### src/rtl/mem_arbiter.sv
// mem_arbiter: shares a single memory port between the instruction-fetch
// requester and the load/store requester. Data normally wins; a streak
// counter lets a waiting fetch through after MAX_D_STREAK data grants.
// All memory-side strobes, acks and read data are registered.
// Optional feature: define MEM_ARB_TIMEOUT_EN to abort a transfer whose
// mem_ready has not arrived within TIMEOUT_CYCLES busy cycles (err=1).
module mem_arbiter #(
   parameter int MAX_D_STREAK   = 4,
   parameter int TIMEOUT_CYCLES = 16
) (
   input  logic        clk,
   input  logic        rst_n,
   input  logic        if_req,
   input  logic [31:0] if_addr,
   output logic [31:0] if_rdata,
   output logic        if_ack,
   input  logic        d_req,
   input  logic [3:0]  d_we,
   input  logic [31:0] d_addr,
   input  logic [31:0] d_wdata,
   output logic [31:0] d_rdata,
   output logic        d_ack,
   output logic        err,
   output logic [31:0] mem_addr,
   output logic        mem_r,
   output logic [3:0]  mem_w,
   output logic [31:0] mem_dw,
   input  logic [31:0] mem_dr,
   input  logic        mem_ready
);

   typedef enum logic [1:0] {IDLE, BUSY_I, BUSY_D} state_t;

   localparam int             SW         = $clog2(MAX_D_STREAK + 1);
   localparam logic [SW-1:0]  STREAK_MAX = SW'(MAX_D_STREAK);

   // Reject configurations the counters cannot represent.
   if (MAX_D_STREAK < 1 || TIMEOUT_CYCLES < 2) begin : g_bad_cfg
      $error("mem_arbiter: MAX_D_STREAK must be >= 1 and TIMEOUT_CYCLES >= 2");
   end

   state_t        r_state;
   state_t        w_state_next;
   logic [SW-1:0] r_streak;
   logic          r_if_ack;
   logic          r_d_ack;
   logic [31:0]   r_if_rdata;
   logic [31:0]   r_d_rdata;
   logic [31:0]   r_mem_addr;
   logic          r_mem_r;
   logic [3:0]    r_mem_w;
   logic [31:0]   r_mem_dw;

   logic          w_if_pend;
   logic          w_d_pend;
   logic          w_grant_i;
   logic          w_grant_d;
   logic          w_done;
   logic          w_abort;
   logic          w_finish;

`ifdef MEM_ARB_TIMEOUT_EN
   localparam int            TW      = $clog2(TIMEOUT_CYCLES);
   localparam logic [TW-1:0] TO_LAST = TW'(TIMEOUT_CYCLES - 1);
   logic [TW-1:0] r_tmo;
   logic          r_err;
`endif

   // A requester whose ack is high this cycle is still holding its old
   // request, so it is not a candidate for a new grant.
   assign w_if_pend = if_req & ~r_if_ack;
   assign w_d_pend  = d_req & ~r_d_ack;
   assign w_finish  = w_done | w_abort;

   // State register
   always_ff @(posedge clk) begin
      if (!rst_n) begin
         r_state <= IDLE;
      end else begin
         r_state <= w_state_next;
      end
   end

   // Next-state, arbitration and completion decode
   always_comb begin
      w_state_next = r_state;
      w_grant_i    = 1'b0;
      w_grant_d    = 1'b0;
      w_done       = 1'b0;
      w_abort      = 1'b0;
      case (r_state)
         IDLE: begin
            if (w_d_pend && !(w_if_pend && (r_streak == STREAK_MAX))) begin
               w_grant_d    = 1'b1;
               w_state_next = BUSY_D;
            end else if (w_if_pend) begin
               w_grant_i    = 1'b1;
               w_state_next = BUSY_I;
            end
         end
         BUSY_I, BUSY_D: begin
`ifdef MEM_ARB_TIMEOUT_EN
            // The abort cycle wins over a late mem_ready.
            if (r_tmo == TO_LAST) begin
               w_abort = 1'b1;
            end else if (mem_ready) begin
               w_done = 1'b1;
            end
`else
            if (mem_ready) begin
               w_done = 1'b1;
            end
`endif
            if (w_done || w_abort) begin
               w_state_next = IDLE;
            end
         end
         default: w_state_next = IDLE;
      endcase
   end

   // Data-grant streak: counts data wins taken while a fetch was waiting
   always_ff @(posedge clk) begin
      if (!rst_n) begin
         r_streak <= '0;
      end else if (w_grant_d) begin
         if (!w_if_pend) begin
            r_streak <= '0;
         end else if (r_streak != STREAK_MAX) begin
            r_streak <= r_streak + SW'(1);
         end
      end else if (w_grant_i) begin
         r_streak <= '0;
      end
   end

   // Memory strobes, captured read data and one-cycle acks
   always_ff @(posedge clk) begin
      if (!rst_n) begin
         r_mem_addr <= '0;
         r_mem_r    <= 1'b0;
         r_mem_w    <= 4'b0000;
         r_mem_dw   <= '0;
         r_if_ack   <= 1'b0;
         r_d_ack    <= 1'b0;
         r_if_rdata <= '0;
         r_d_rdata  <= '0;
      end else begin
         r_if_ack <= 1'b0;
         r_d_ack  <= 1'b0;
         if (w_grant_d) begin
            r_mem_addr <= d_addr;
            r_mem_r    <= (d_we == 4'b0000);
            r_mem_w    <= d_we;
            r_mem_dw   <= d_wdata;
         end else if (w_grant_i) begin
            r_mem_addr <= if_addr;
            r_mem_r    <= 1'b1;
            r_mem_w    <= 4'b0000;
         end else if (w_finish) begin
            r_mem_r <= 1'b0;
            r_mem_w <= 4'b0000;
         end
         if (w_finish) begin
            if (r_state == BUSY_I) begin
               r_if_ack   <= 1'b1;
               r_if_rdata <= w_abort ? 32'h0 : mem_dr;
            end else begin
               r_d_ack   <= 1'b1;
               r_d_rdata <= w_abort ? 32'h0 : mem_dr;
            end
         end
      end
   end

`ifdef MEM_ARB_TIMEOUT_EN
   // Busy-cycle counter; restarts with every grant
   always_ff @(posedge clk) begin
      if (!rst_n || w_grant_i || w_grant_d) begin
         r_tmo <= '0;
      end else if (r_state != IDLE && r_tmo != TO_LAST) begin
         r_tmo <= r_tmo + TW'(1);
      end
   end

   // err accompanies the ack that follows an abort
   always_ff @(posedge clk) begin
      if (!rst_n) begin
         r_err <= 1'b0;
      end else begin
         r_err <= w_abort;
      end
   end

   assign err = r_err;
`else
   assign err = 1'b0;
`endif

   assign if_ack   = r_if_ack;
   assign d_ack    = r_d_ack;
   assign if_rdata = r_if_rdata;
   assign d_rdata  = r_d_rdata;
   assign mem_addr = r_mem_addr;
   assign mem_r    = r_mem_r;
   assign mem_w    = r_mem_w;
   assign mem_dw   = r_mem_dw;

endmodule
### config.mk
export PLATFORM = sky130hd
export DESIGN_NAME = mem_arbiter
export DESIGN_NICKNAME = d
export VERILOG_FILES = /design/src/rtl/mem_arbiter.sv
export SDC_FILE = /design/constraint.sdc
export NUM_CORES = 1
export LEC_CHECK = 0
export CORE_ASPECT_RATIO = 1.4
export CORE_MARGIN = 2
export CORE_UTILIZATION = 36
export DETAILED_ROUTE_END_ITERATION = 10
export PLACE_DENSITY = 0.77
export SYNTH_ARGS = -nofsm -noshare
export SYNTH_HDL_FRONTEND = slang
export SYNTH_SLANG_ARGS = --single-unit
### constraint.sdc
create_clock -name clk -period 1.45 [get_ports clk]
set_input_delay 0.29 -clock clk [delete_from_list [all_inputs] [get_ports clk]]
set_output_delay 0.29 -clock clk [all_outputs]
set_load 0.03 [all_outputs]
==> flow_metrics.env <==
export IMPL_pre_cts_ws_ps=-389
export IMPL_dp_cells=1101
export IMPL_fin_crit_ps=1440
export IMPL_register_area_sq_um=2810
export IMPL_start_util_pct=36.5
export IMPL_worstPathArrival_ps=1790
export IMPL_cts_buffers_inserted=17
export IMPL_avgSynthCellArea_sq_um=7.95
export IMPL_setup_viol=0
export IMPL_outcome="finished, final reports clean"
export IMPL_final_cells=1138
export IMPL_reg2reg_depth=7
export IMPL_crit_fanout=24
export IMPL_area_growth_pct=69.3
export IMPL_diodes=0
export IMPL_drtIter0Drc=245
export IMPL_cap_violations=0
export IMPL_grt_pass1_wl_um=26600
export IMPL_fin_skew_ps=8.23
export IMPL_die_area_sq_um=15600
export IMPL_yosysUniqueCellTypes=31
export IMPL_synthesis_nets=802
export IMPL_drt_pass1_iter_count=5
export IMPL_clk_path_buf_depth=2
export IMPL_overflow=0
export IMPL_io_pins=273
export IMPL_hold_depth=3
export IMPL_cts_tree="done"
export IMPL_synth_warnings=0
export IMPL_cts_sinks=140
export IMPL_fillers=1279
export IMPL_drv_slew=0
export IMPL_synth_flop_cell="dfxtp_1"
export IMPL_antenna_found_initial=0
export IMPL_leakage_uw=0.00348
export IMPL_max_freq_ghz=0.693
export IMPL_die_w_um=106
export IMPL_drt_wl_total_um=17600
export IMPL_postPlaceCellArea_sq_um=8310
export IMPL_vias=5522
export IMPL_final_util_pct=61.9
export IMPL_grt_usage_pct=21.4
export IMPL_first_global_vias=5314
export IMPL_finalPower_uw=11600
export IMPL_async_reset_ff_share_pct=0
export IMPL_drive_gt1_share_pct=24.9
export IMPL_syn_area_sq_um=5260
export IMPL_setup_ws_ps=7.53
export IMPL_coreArea_sq_um=14400
export IMPL_rows=52
export IMPL_io_buffers=271
export IMPL_final_hold_violation_count=0
export IMPL_peakVddDrop_uv=780
export IMPL_ant_nets=0
export IMPL_rsz0062_at_grt="true"
export IMPL_wl_per_cell_um=15.5
export IMPL_htreeDepth=4
export IMPL_multiInputGateArea_sq_um=2360
export IMPL_synth_edff_count=0
export IMPL_cts_root_buf="clkbuf_16"
export IMPL_ys_ff_latch=140
export IMPL_cp_start_kind="flip-flop"
export IMPL_cp_required_ps=1790
export IMPL_seq_area_frac_synth_pct=53.3
export IMPL_route_detailed_drc=0
export IMPL_gp_congestion=0.889
export IMPL_worstSetupPathType="reg -> reg"
export IMPL_clkLatencyLatePin_ps=420
export IMPL_hp_class="in -> reg"
export IMPL_final_area_sq_um=8900
export IMPL_fin_crit_sh_pct=99.5
export IMPL_path_clk_slew_ps=60
export IMPL_die_h_um=147
export IMPL_final_nets=1077
export IMPL_critical_path_endpoint_type="flip-flop"
export IMPL_grt_start_max_net_pins=44
export IMPL_power_density_nw_per_um2=1300
export IMPL_drt_vias_per_instance=4.85
export IMPL_synthCells=661
export IMPL_dp_hpwl_um=11900
[layer usage]
layer	up-vias	GRT usage [%]	wire [um]
li1	2744	-	-
met1	2558	23.5	6890
met2	190	38.1	9290
met3	30	6.61	1020
met4	0	8.68	454
met5	-	0	0
[Yosys cell counts, drive strengths merged (3+ instances only)]
cell / instances / area share (%)
a21oi: 163 / 16
a32o: 4 / 0.76
and3: 3 / 0.36
buf: 30 / 4.0
clkbuf: 23 / 1.6
dfxtp: 140 / 53
ha: 4 / 0.95
inv: 5 / 0.36
nand2: 231 / 16
nand3: 3 / 0.29
nor2: 5 / 0.36
nor2b: 3 / 0.55
o21ai: 34 / 3.5
[worst paths after layout]
kind / slack (ps) / startpoint / end
max: 8 / r_streak[0]$_SDFFE_PN0P_ / mem_addr[20]$_SDFFE_PN0P_
min: 420 / if_addr[22] / mem_addr[22]$_SDFFE_PN0P_
max reg2reg: 8 / r_streak[0]$_SDFFE_PN0P_ / mem_addr[20]$_SDFFE_PN0P_
min reg2reg: 450 / mem_r$_SDFFE_PN0P_ / mem_r$_SDFFE_PN0P_
[repair_timing]
action / CTS / global route
pin swaps: 3 / 7
gates resized for setup: 291 / 140
hold buffers: 0 / 0
endpoints found under the setup margin: 208 / 207
buffers inserted: 0 / 1
gates cloned: 1 / 3
[sequential cells by signal, indices dropped and copies added (netlist names), 2 cells and up]
name / count
d_rdata: 32
if_rdata: 32
mem_addr: 32
mem_dw: 32
mem_w: 4
r_streak: 3
r_state: 2
[critical path, stage by stage, from the launching register on]
cell and delay [ps]:
dfxtp_2 330, inv_2 50, ha_4 150, nand4b_1 120, and3_4 260, buf_12 200, a21oi_1 90, a21oi_1 160
[logic make-up (layout without fill, tap and decap cells)]
kind of cell,count (synthesis),after routing,synth area share (%)
AO/OA/AOI/OAI,209,209,21.1
buffers and inverters,58,345,5.95
other,1,1,0.0714
flip-flops,140,140,53.3
adder cells (fa/ha/maj),4,4,0.952
AND/OR/NAND/NOR,249,250,18.5
[metrics by stage]
stage | setup TNS, ps | hold WS [ps]
after global placement | -26690 | 439
after global routing | -2790 | 393
after CTS | 0 | 400
after detailed placement | -29980 | 438
final | 0 | 418
after floorplan | 0 | 424
[final cells by class]
class	instances	share of cell area [%]
repair buffers	308	32.3
well taps	189	2.66
inverters	5	0.211
flip-flops and latches	140	31.6
multi-input cells	464	26.6
clock buffers	18	4.94
clock inverters	14	1.76
[report_power, final]
group          total, uW  switching (uW)  leakage [uW]  internal [uW]
clock network       4360            1750      0.000286           2610
registers           4330             157       0.00115           4170
logic               2880            1680       0.00205           1200
[placed cells by master (no fill, tap or decap), types with 2 or more instances in the layout]
cell and n:
a21oi_1 128, a21oi_2 35, nand2_4 2, or2_4 2, clkbuf_16 20, dlygate4sd2_1 2
nor2b_4 2, nand2_1 229, nor2_1 4, clkbuf_2 72, bufinv_16 2, clkdlybuf4s50_1 136
dfxtp_2 5, buf_8 3, clkinv_2 2, inv_2 4, inv_6 5, ha_4 2
o21ai_0 33, buf_12 10, clkinvlp_4 3, buf_6 2, buf_4 20, clkdlybuf4s15_1 28
and3_4 3, clkdlybuf4s15_2 32, dfxtp_1 135, a32o_1 4, nand3_1 2
Power figures use the tool's default switching activity.
